[src/rtl/inst_wait_stage.sv]
// Instruction-response stage: pairs the fetch slot's PC/exception with its in-order bus response.
// Latency: valid_o rises one edge after the entry completes (response or exception present).
// Backpressure: stalled decode holds the response in rdata_q and keeps ready_o low, throttling fetch.
module inst_wait_stage (
    input  logic        clk,
    input  logic        reset,
    input  logic        inst_data_ok,
    input  logic [31:0] inst_rdata,
    input  logic        valid_i,
    input  logic [31:0] pc_i,
    input  logic        cancelled_i,
    input  logic        exc_i,
    input  logic        exc_miss_i,
    input  logic [4:0]  exccode_i,
    output logic        ready_o,
    input  logic        cancel_i,
    output logic        valid_o,
    output logic [31:0] pc_o,
    output logic [31:0] inst_o,
    output logic        exc_o,
    output logic        exc_miss_o,
    output logic [4:0]  exccode_o,
    input  logic        ready_i
);

    logic        got_q;
    logic [31:0] rdata_q;
    logic        drop_q;
    logic        valid_q;
    logic [31:0] pc_q;
    logic [31:0] inst_q;
    logic        exc_q;
    logic        exc_miss_q;
    logic [4:0]  exccode_q;

    logic        rsp;
    logic [31:0] data;
    logic        complete;
    logic        kill;
    logic        out_free;
    logic        leave;
    logic        load;

    assign rsp      = inst_data_ok | got_q;
    assign data     = got_q ? rdata_q : inst_rdata;
    assign complete = valid_i & (exc_i | rsp);
    assign kill     = cancelled_i | drop_q | cancel_i;
    assign out_free = ~valid_q | ready_i | cancel_i;
    // A killed entry never needs the output slot, so it may leave even under backpressure.
    assign ready_o  = ~reset & (~valid_i | (complete & (kill | out_free)));
    assign leave    = valid_i & ready_o;
    assign load     = leave & ~kill;

    always_ff @(posedge clk) begin
        if (reset) begin
            got_q      <= 1'b0;
            rdata_q    <= 32'h0;
            drop_q     <= 1'b0;
            valid_q    <= 1'b0;
            pc_q       <= 32'h0;
            inst_q     <= 32'h0;
            exc_q      <= 1'b0;
            exc_miss_q <= 1'b0;
            exccode_q  <= 5'h0;
        end else begin
            if (leave) begin
                got_q  <= 1'b0;
                drop_q <= 1'b0;
            end else if (valid_i) begin
                if (inst_data_ok) begin
                    got_q   <= 1'b1;
                    rdata_q <= inst_rdata;
                end
                if (cancel_i) begin
                    drop_q <= 1'b1;
                end
            end

            if (cancel_i) begin
                valid_q <= 1'b0;
            end else if (load) begin
                valid_q    <= 1'b1;
                pc_q       <= pc_i;
                inst_q     <= exc_i ? 32'h0 : data;
                exc_q      <= exc_i;
                exc_miss_q <= exc_miss_i;
                exccode_q  <= exccode_i;
            end else if (ready_i) begin
                valid_q <= 1'b0;
            end
        end
    end

    assign valid_o    = valid_q;
    assign pc_o       = pc_q;
    assign inst_o     = inst_q;
    assign exc_o      = exc_q;
    assign exc_miss_o = exc_miss_q;
    assign exccode_o  = exccode_q;

endmodule

[config.mk]
export PLATFORM = sky130hd
export DESIGN_NAME = inst_wait_stage
export DESIGN_NICKNAME = d
export VERILOG_FILES = /design/src/rtl/inst_wait_stage.sv
export SDC_FILE = /design/constraint.sdc
export NUM_CORES = 1
export LEC_CHECK = 0
export ABC_AREA = 1
export BUFFER_PORTS_ARGS = -buffer_cell sky130_fd_sc_hd__clkbuf_2
export CORE_MARGIN = 2
export CORE_UTILIZATION = 51
export DETAILED_ROUTE_END_ITERATION = 6
export PLACE_DENSITY = 0.9
export REMOVE_ABC_BUFFERS = 1
export SLEW_MARGIN = 10
export SYNTH_ARGS = -nofsm -noshare
export SYNTH_HDL_FRONTEND = slang
export SYNTH_SLANG_ARGS = --single-unit
[constraint.sdc]
create_clock -name clk -period 1.7 [get_ports clk]
set_input_delay 0.085 -clock clk [delete_from_list [all_inputs] [get_ports clk]]
set_output_delay 0.085 -clock clk [all_outputs]
set_load 0.02 [all_outputs]
==> results of run 1 <==
repair_timing:
| item | 4_1_cts | 5_1_grt |
|---|---|---|
| hold buffers | 25 | 0 |
| endpoints found under the setup margin | 1 | 15 |
| cloned | 0 | 1 |
| gates resized for setup | 1 | 8 |
| endpoints found under the hold margin | 24 | 0 |
worst paths after layout:
path                                  from    endpoint  slack [ps]  depth (start not counted)
worst max register to register       got_q    pc_o[24]         200                          8
worst min register to register  inst_o[16]  inst_o[16]         490                          2
worst min-delay path               pc_i[8]     pc_o[8]          10                          5
worst max-delay path               valid_o     ready_o         130                          9
registers in the layout, summed over array words and instances (netlist names):
| register | flops |
|---|---|
| valid_o | 1 |
| pc_o | 32 |
| rdata_q | 32 |
| drop_q | 1 |
| exccode_o | 5 |
| inst_o | 32 |
| got_q | 1 |
| exc_o | 1 |
| exc_miss_o | 1 |
cells by family after synthesis:
family / after synthesis / share of synthesized area [%]
and+or+nand+nor: 412 / 33.7
AOI/OAI and AO/OA: 83 / 10.5
buffers and inverters: 127 / 11.1
DFF: 106 / 44.7
final cells by class:
cell class,count,area [um^2],area share [%]
inverter,79,298,4.92
clock inverter,5,46.3,0.765
timing repair buffer,189,1180,19.5
clock buffer,11,151,2.50
tap,111,139,2.30
multi-input combinational,495,2110,34.9
sequential,106,2120,35.1
layer usage:
metal / share of wire, % / vias up
li1: - / 2523
met3: 5.8 / 5
met4: 0.50 / 0
met5: 0 / -
met2: 48 / 149
met1: 46 / 2099
through the flow:
step / std cells / worst slack, ps / setup TNS [ps]
after floorplan: 680 / -1960 / -195880
after global placement: 954 / 263 / 0
after detailed placement: 954 / 221 / 0
after CTS: 995 / 24.9 / 0
after global routing: 996 / 8.33 / 0
final: 996 / 126 / 0
where the power goes:
| group | total [W] | switching, W | internal, W |
|---|---|---|---|
| logic | 0.000784 | 0.000457 | 0.000327 |
| clock network | 0.00153 | 0.000892 | 0.000638 |
| registers | 0.00263 | 0.0000491 | 0.00258 |
| total | 0.00494 | 0.00140 | 0.00355 |
worst max-delay path: stages, from the launching register on:
cell	delay [ps]
dfxtp_2	340
inv_1	40
nor2_2	100
nand3_2	80
nand2_1	60
nand2_1	80
nand2_4	110
buf_12	140
inv_1	40
clkbuf_2	140
cell usage in the layout, fill, tap and decap left out:
cell           Yosys  routed
nand2_1          190     189
nor2_1           187     185
clkbuf_2           0     150
dfxtp_1          106     105
inv_1             76      75
a21oi_1           42      42
nand3_1           33      32
dlygate4sd3_1      0      25
o211ai_1          16      16
clkbuf_8           0      11
a211oi_1           8       8
o21bai_1           8       8
o21ai_0            8       8
buf_4              2       8
buf_12             0       4
inv_2              2       3
clkinv_4           0       3
nor2_2             0       2
nand3_2            0       1
clkinv_2           0       1
nand2_4            0       1
nand4_1            1       1
nor2_4             1       1
o21a_1             1       1
inv_8              0       1
inv_6              0       1
clkbuf_16          0       1
buf_6              3       1
dfxtp_2            0       1
==> summary.md, run 1 <==
| Metric | Value |
|---|---|
| Critical Path RT | 1620 ps |
| PwrDens | 817 nW/um^2 |
| Drt pass-1 iters | 4 |
| Cell area after synthesis | 4750 um^2 |
| Seq/Total Area, Yosys | 44.7% |
| Design Power | approximately 0.005 W |
| Clock Skew | 9.62 ps |
| Drt total wl | 10,800 um |
| Fillcell total | 813 |
| Placer congestion estimate | 0.795 |
| Clock insertion delay at the later pin of the skew report | 350 ps |
| First-pass GRT wire length | 17,600 um |
| RSZ-0062 raised after global routing | false |
| Number of DRC markers in iteration 0 | 121 |
| Global routing's busiest layer | met2 |
| Max-Cap Viols | 0 |
| Most frequent cell after synthesis | nand2_1 |
| Area grow syn2layout | 27.4% |
| Endpoints failing hold | 0 |
| Largest net degree at the start of global routing | 82 |
| WL per Instance | about 11 um |
| Fraction of registers with async set/reset | 0% |
| # DRC | 0 |
| Maximum clock rate | between 600 and 700 MHz |
| Die Height | 100 um |
| Yosys warns | 0 |
| Leakage | 3.13 nW |
| Setup CP Type | reg2out |
| Prevailing post-synth register cell | dfxtp_1 |
| Finished Core Util | 66.1% |
| Unique masters post-synth | 20 |
| Dpl cell area | around 5500 um^2 |
| H-tree levels | 3 |
| Dpl hpwl | 7000 um |
| Endpoints failing setup | 0 |
| Largest cells by area after synthesis | dfxtp_1 (45%), nand2_1 (15%), nor2_1 (15%) |
| Antenna cell count | 0 |
| Status | finished, final reports clean |
| Vias after detailed routing | 4,776 |
| Crit path time final | approximately 1600 ps |
| Bufs on Longest Clock Path | 2 |
| List of most frequent post-synthesis cells | nand2_1 (190), nor2_1 (187), dfxtp_1 (106), inv_1 (76), a21oi_1 (42) |
| Core area | around 9200 um^2 |
| Tcrit/Tclk final | about 90% |
| Cells after Synth | ~730 |
| Total CTS buffers | 9 |
| Sink Count | 106 |
| Input/output buffers | 150 |
| Initial core utilization | about half |
| Crit-path max FO | 13 |
| M3 GR Usage | approximately 3.5% |
| GRT met1 Usage | 26.0% |
| # IOs | roughly 150 |
| Syn Area/Cell | 6.52 um^2 |
| Setup Fix Bufs, Post-CTS | 0 |
| GRT overflow | 0 |
| CTS tree | yes |
| Final Max Slew Viols | 0 |
| Die width | ~100 um |
| CP arrival | 1490 ps |
| GRT Total Usage | 20.9% |
| Routed Antenna Nets | 0 |
| CTS root buf | clkbuf_8 |
| Crit end category | output pin |
| Hold Path Class | in2reg |
| Slew headroom | 64.8% |
| Synth Register Bits | around 110 |
| Layout Nets | 958 |
| Worst-path clk slew | 100 ps |
| Initial antenna violation count | 0 |
| Vias in the first global route | 4,046 |
| Startpoint Class | flop |
| Fin Hold WS | 14.2 ps |
| Top-area cell type share of the netlist area | 44.7% |
| Synth area leader | dfxtp_1 |
| Actual slew at the worst max-slew pin | ~530 ps |
| GR Layer Usage met2 | 37.5% |
| Die ar. | 10,100 um^2 |
| Finished Cell Area | 6050 um^2 |
| Share of layout cells above drive strength 1 | 21.5% |
| Cell Rows | 35 |
| Maximum vdd drop | 0.488 mV |
| Number of flops mapped to enable cells by yosys | 0 |
| Via density | ~4.8 |
No activity file was read; power rests on OpenSTA's default activity.
==> run 2: changes to the inputs <==
- ABC_CLOCK_PERIOD_IN_PS: default -> 1700
- PLACE_DENSITY: 0.9 -> 0.91
- SKIP_LAST_GASP: default -> 1
==> summary.md, run 2 (synthesis gave the netlist of run 1 again) <==
| Metric | Value |
|---|---|
| Drt total wl | roughly 12,000 um |
| Reg-to-Reg End | pc_o[17] |
| Initial core utilization | 51.9% |
| Startpoint Class | primary input |
| Global routing's busiest layer | met2 |
| Max-Cap Viols | 0 |
| Clock Skew | 12.3 ps |
| Vias in the first global route | 4,361 |
| Worst-path clk slew | 100 ps |
| Crit end category | flop |
| RSZ-0062 raised after global routing | false |
| Die width | 100 um |
| Dpl hpwl | 7120 um |
| Cell Rows | 35 |
| # IOs | 151 |
| First-pass GRT wire length | 19,300 um |
| M3 GR Usage | 4.58% |
| Maximum vdd drop | 0.386 mV |
| Fillcell total | 755 |
| CP arrival | 1870 ps |
| Maximum clock rate | 620 MHz |
| GR Layer Usage met2 | 40.8% |
| Die ar. | roughly 10,000 um^2 |
| Tcrit/Tclk final | 94.9% |
| # DRC | 0 |
| Area grow syn2layout | 30.3% |
| Depth of the most critical reg-to-reg path | 8 |
| Endpoints failing hold | 0 |
| Number of DRC markers in iteration 0 | about 170 |
| CTS root buf | clkbuf_8 |
| CTS tree | yes |
| Setup CP Type | in2reg |
| Hold Path Class | in2reg |
| Critical Path RT | 1960 ps |
| Endpoints failing setup | 0 |
| R2R Path Start | drop_q |
| Clock insertion delay at the later pin of the skew report | 360 ps |
| Commonest non-fill, non-tap cell in the layout | nand2_1 |
| Bufs on Longest Clock Path | 2 |
| Status | finished, final reports clean |
| Slew headroom | 64.9% |
| WL per Instance | 11.7 um |
| Routed Antenna Nets | 0 |
| Crit-path max FO | 75 |
| Die Height | 100 um |
| Via density | 4.86 |
| Total CTS buffers | 9 |
| PwrDens | 786 nW/um^2 |
| Min-delay src | inst_data_ok |
| GRT overflow | 0 |
| Design Power | 0.00486 W |
| Crit path time final | 1610 ps |
| Vias after detailed routing | 4,917 |
| Largest net degree at the start of global routing | 76 |
| Reg2Reg Setup Slack | 120 ps |
| Most frequent cells in the layout | nand2_1 (189), nor2_1 (185), clkbuf_2 (150), dfxtp_1 (106), inv_1 (75) |
| Actual slew at the worst max-slew pin | 526 ps |
| Drt pass-1 iters | 4 |
| Placer congestion estimate | 0.746 |
| Sink Count | 106 |
| Layout Nets | 974 |
| GRT met1 Usage | 28.8% |
| Share of layout cells above drive strength 1 | 21.1% |
| Input/output buffers | 150 |
| Worst Hold Path EP | got_q |
| Leakage | 3.19 nW |
| Setup TNS | 0 ps |
| Core area | 9150 um^2 |
| Final Max Slew Viols | 0 |
| Hold Path Depth | 3 |
| Initial antenna violation count | 0 |
| Antenna cell count | 0 |
| H-tree levels | 3 |
| GRT Total Usage | 23.4% |
[run 2: report_power, final]
group | internal [W] | total [W] | switching (W)
combinational | 0.000360 | 0.000834 | 0.000474
clock | 0.000543 | 0.00139 | 0.000852
sequential | 0.00258 | 0.00263 | 0.0000512
total | 0.00348 | 0.00486 | 0.00138
[run 2: per-stage QoR]
step | hold WS [ps] | cells | util (%) | setup WS (ps) | area, um^2
floorplan | 237 | 680 | - | -1960 | 4510
global placement | 367 | 955 | 60.9 | 267 | 5580
detailed placement | 372 | 955 | 60.9 | 167 | 5580
CTS | 6.63 | 1009 | 67.2 | 21.0 | 6150
global route | 25.5 | 1012 | 67.5 | 8.73 | 6180
finish | 34.8 | 1012 | 67.5 | 86.8 | 6180
[run 2: how the worst max path moves through the flow]
stage	startpoint	endpoint	slack [ps]	depth (start not counted)
final	cancel_i	pc_o[17]	90	10
after global routing	drop_q	pc_o[19]	9	8
after CTS	valid_o	ready_o	20	9
after detailed placement	got_q	pc_o[17]	170	8
after global placement	valid_o	pc_o[8]	270	9
after floorplan	reset	ready_o	-1960	3
[run 2: cell type report]
type | count | area (um^2) | share of cell area (%)
inverters | 79 | 298 | 4.82
repair buffers | 205 | 1340 | 21.7
flip-flops and latches | 106 | 2120 | 34.3
clock buffers | 11 | 131 | 2.13
clock inverters | 5 | 40.0 | 0.648
multi-input cells | 495 | 2110 | 34.1
well taps | 111 | 139 | 2.25
[run 2: per-layer routing]
metal	wire, um	share of wire [%]
met5	0	0
met4	101	0.85
met3	790	6.7
met2	5630	47
met1	5330	45
[run 2: critical path: stages]
cell and delay, ps:
dlygate4sd3_1 520, clkbuf_2 140, nor2_2 40, nand3_1 100
nand4_1 190, nor2_4 210, buf_12 280, nand2_1 130
nand2_1 80, nor2_1 50
[run 2: repair_timing]
item / 4_1_cts / 5_1_grt
hold buffers: 37 / 0
setup buffers: 0 / 3
gates cloned: 1 / 0
hold endpoints to repair: 36 / 0
setup endpoints to repair: 1 / 1
gates resized for setup: 1 / 2
pin swaps: 0 / 1
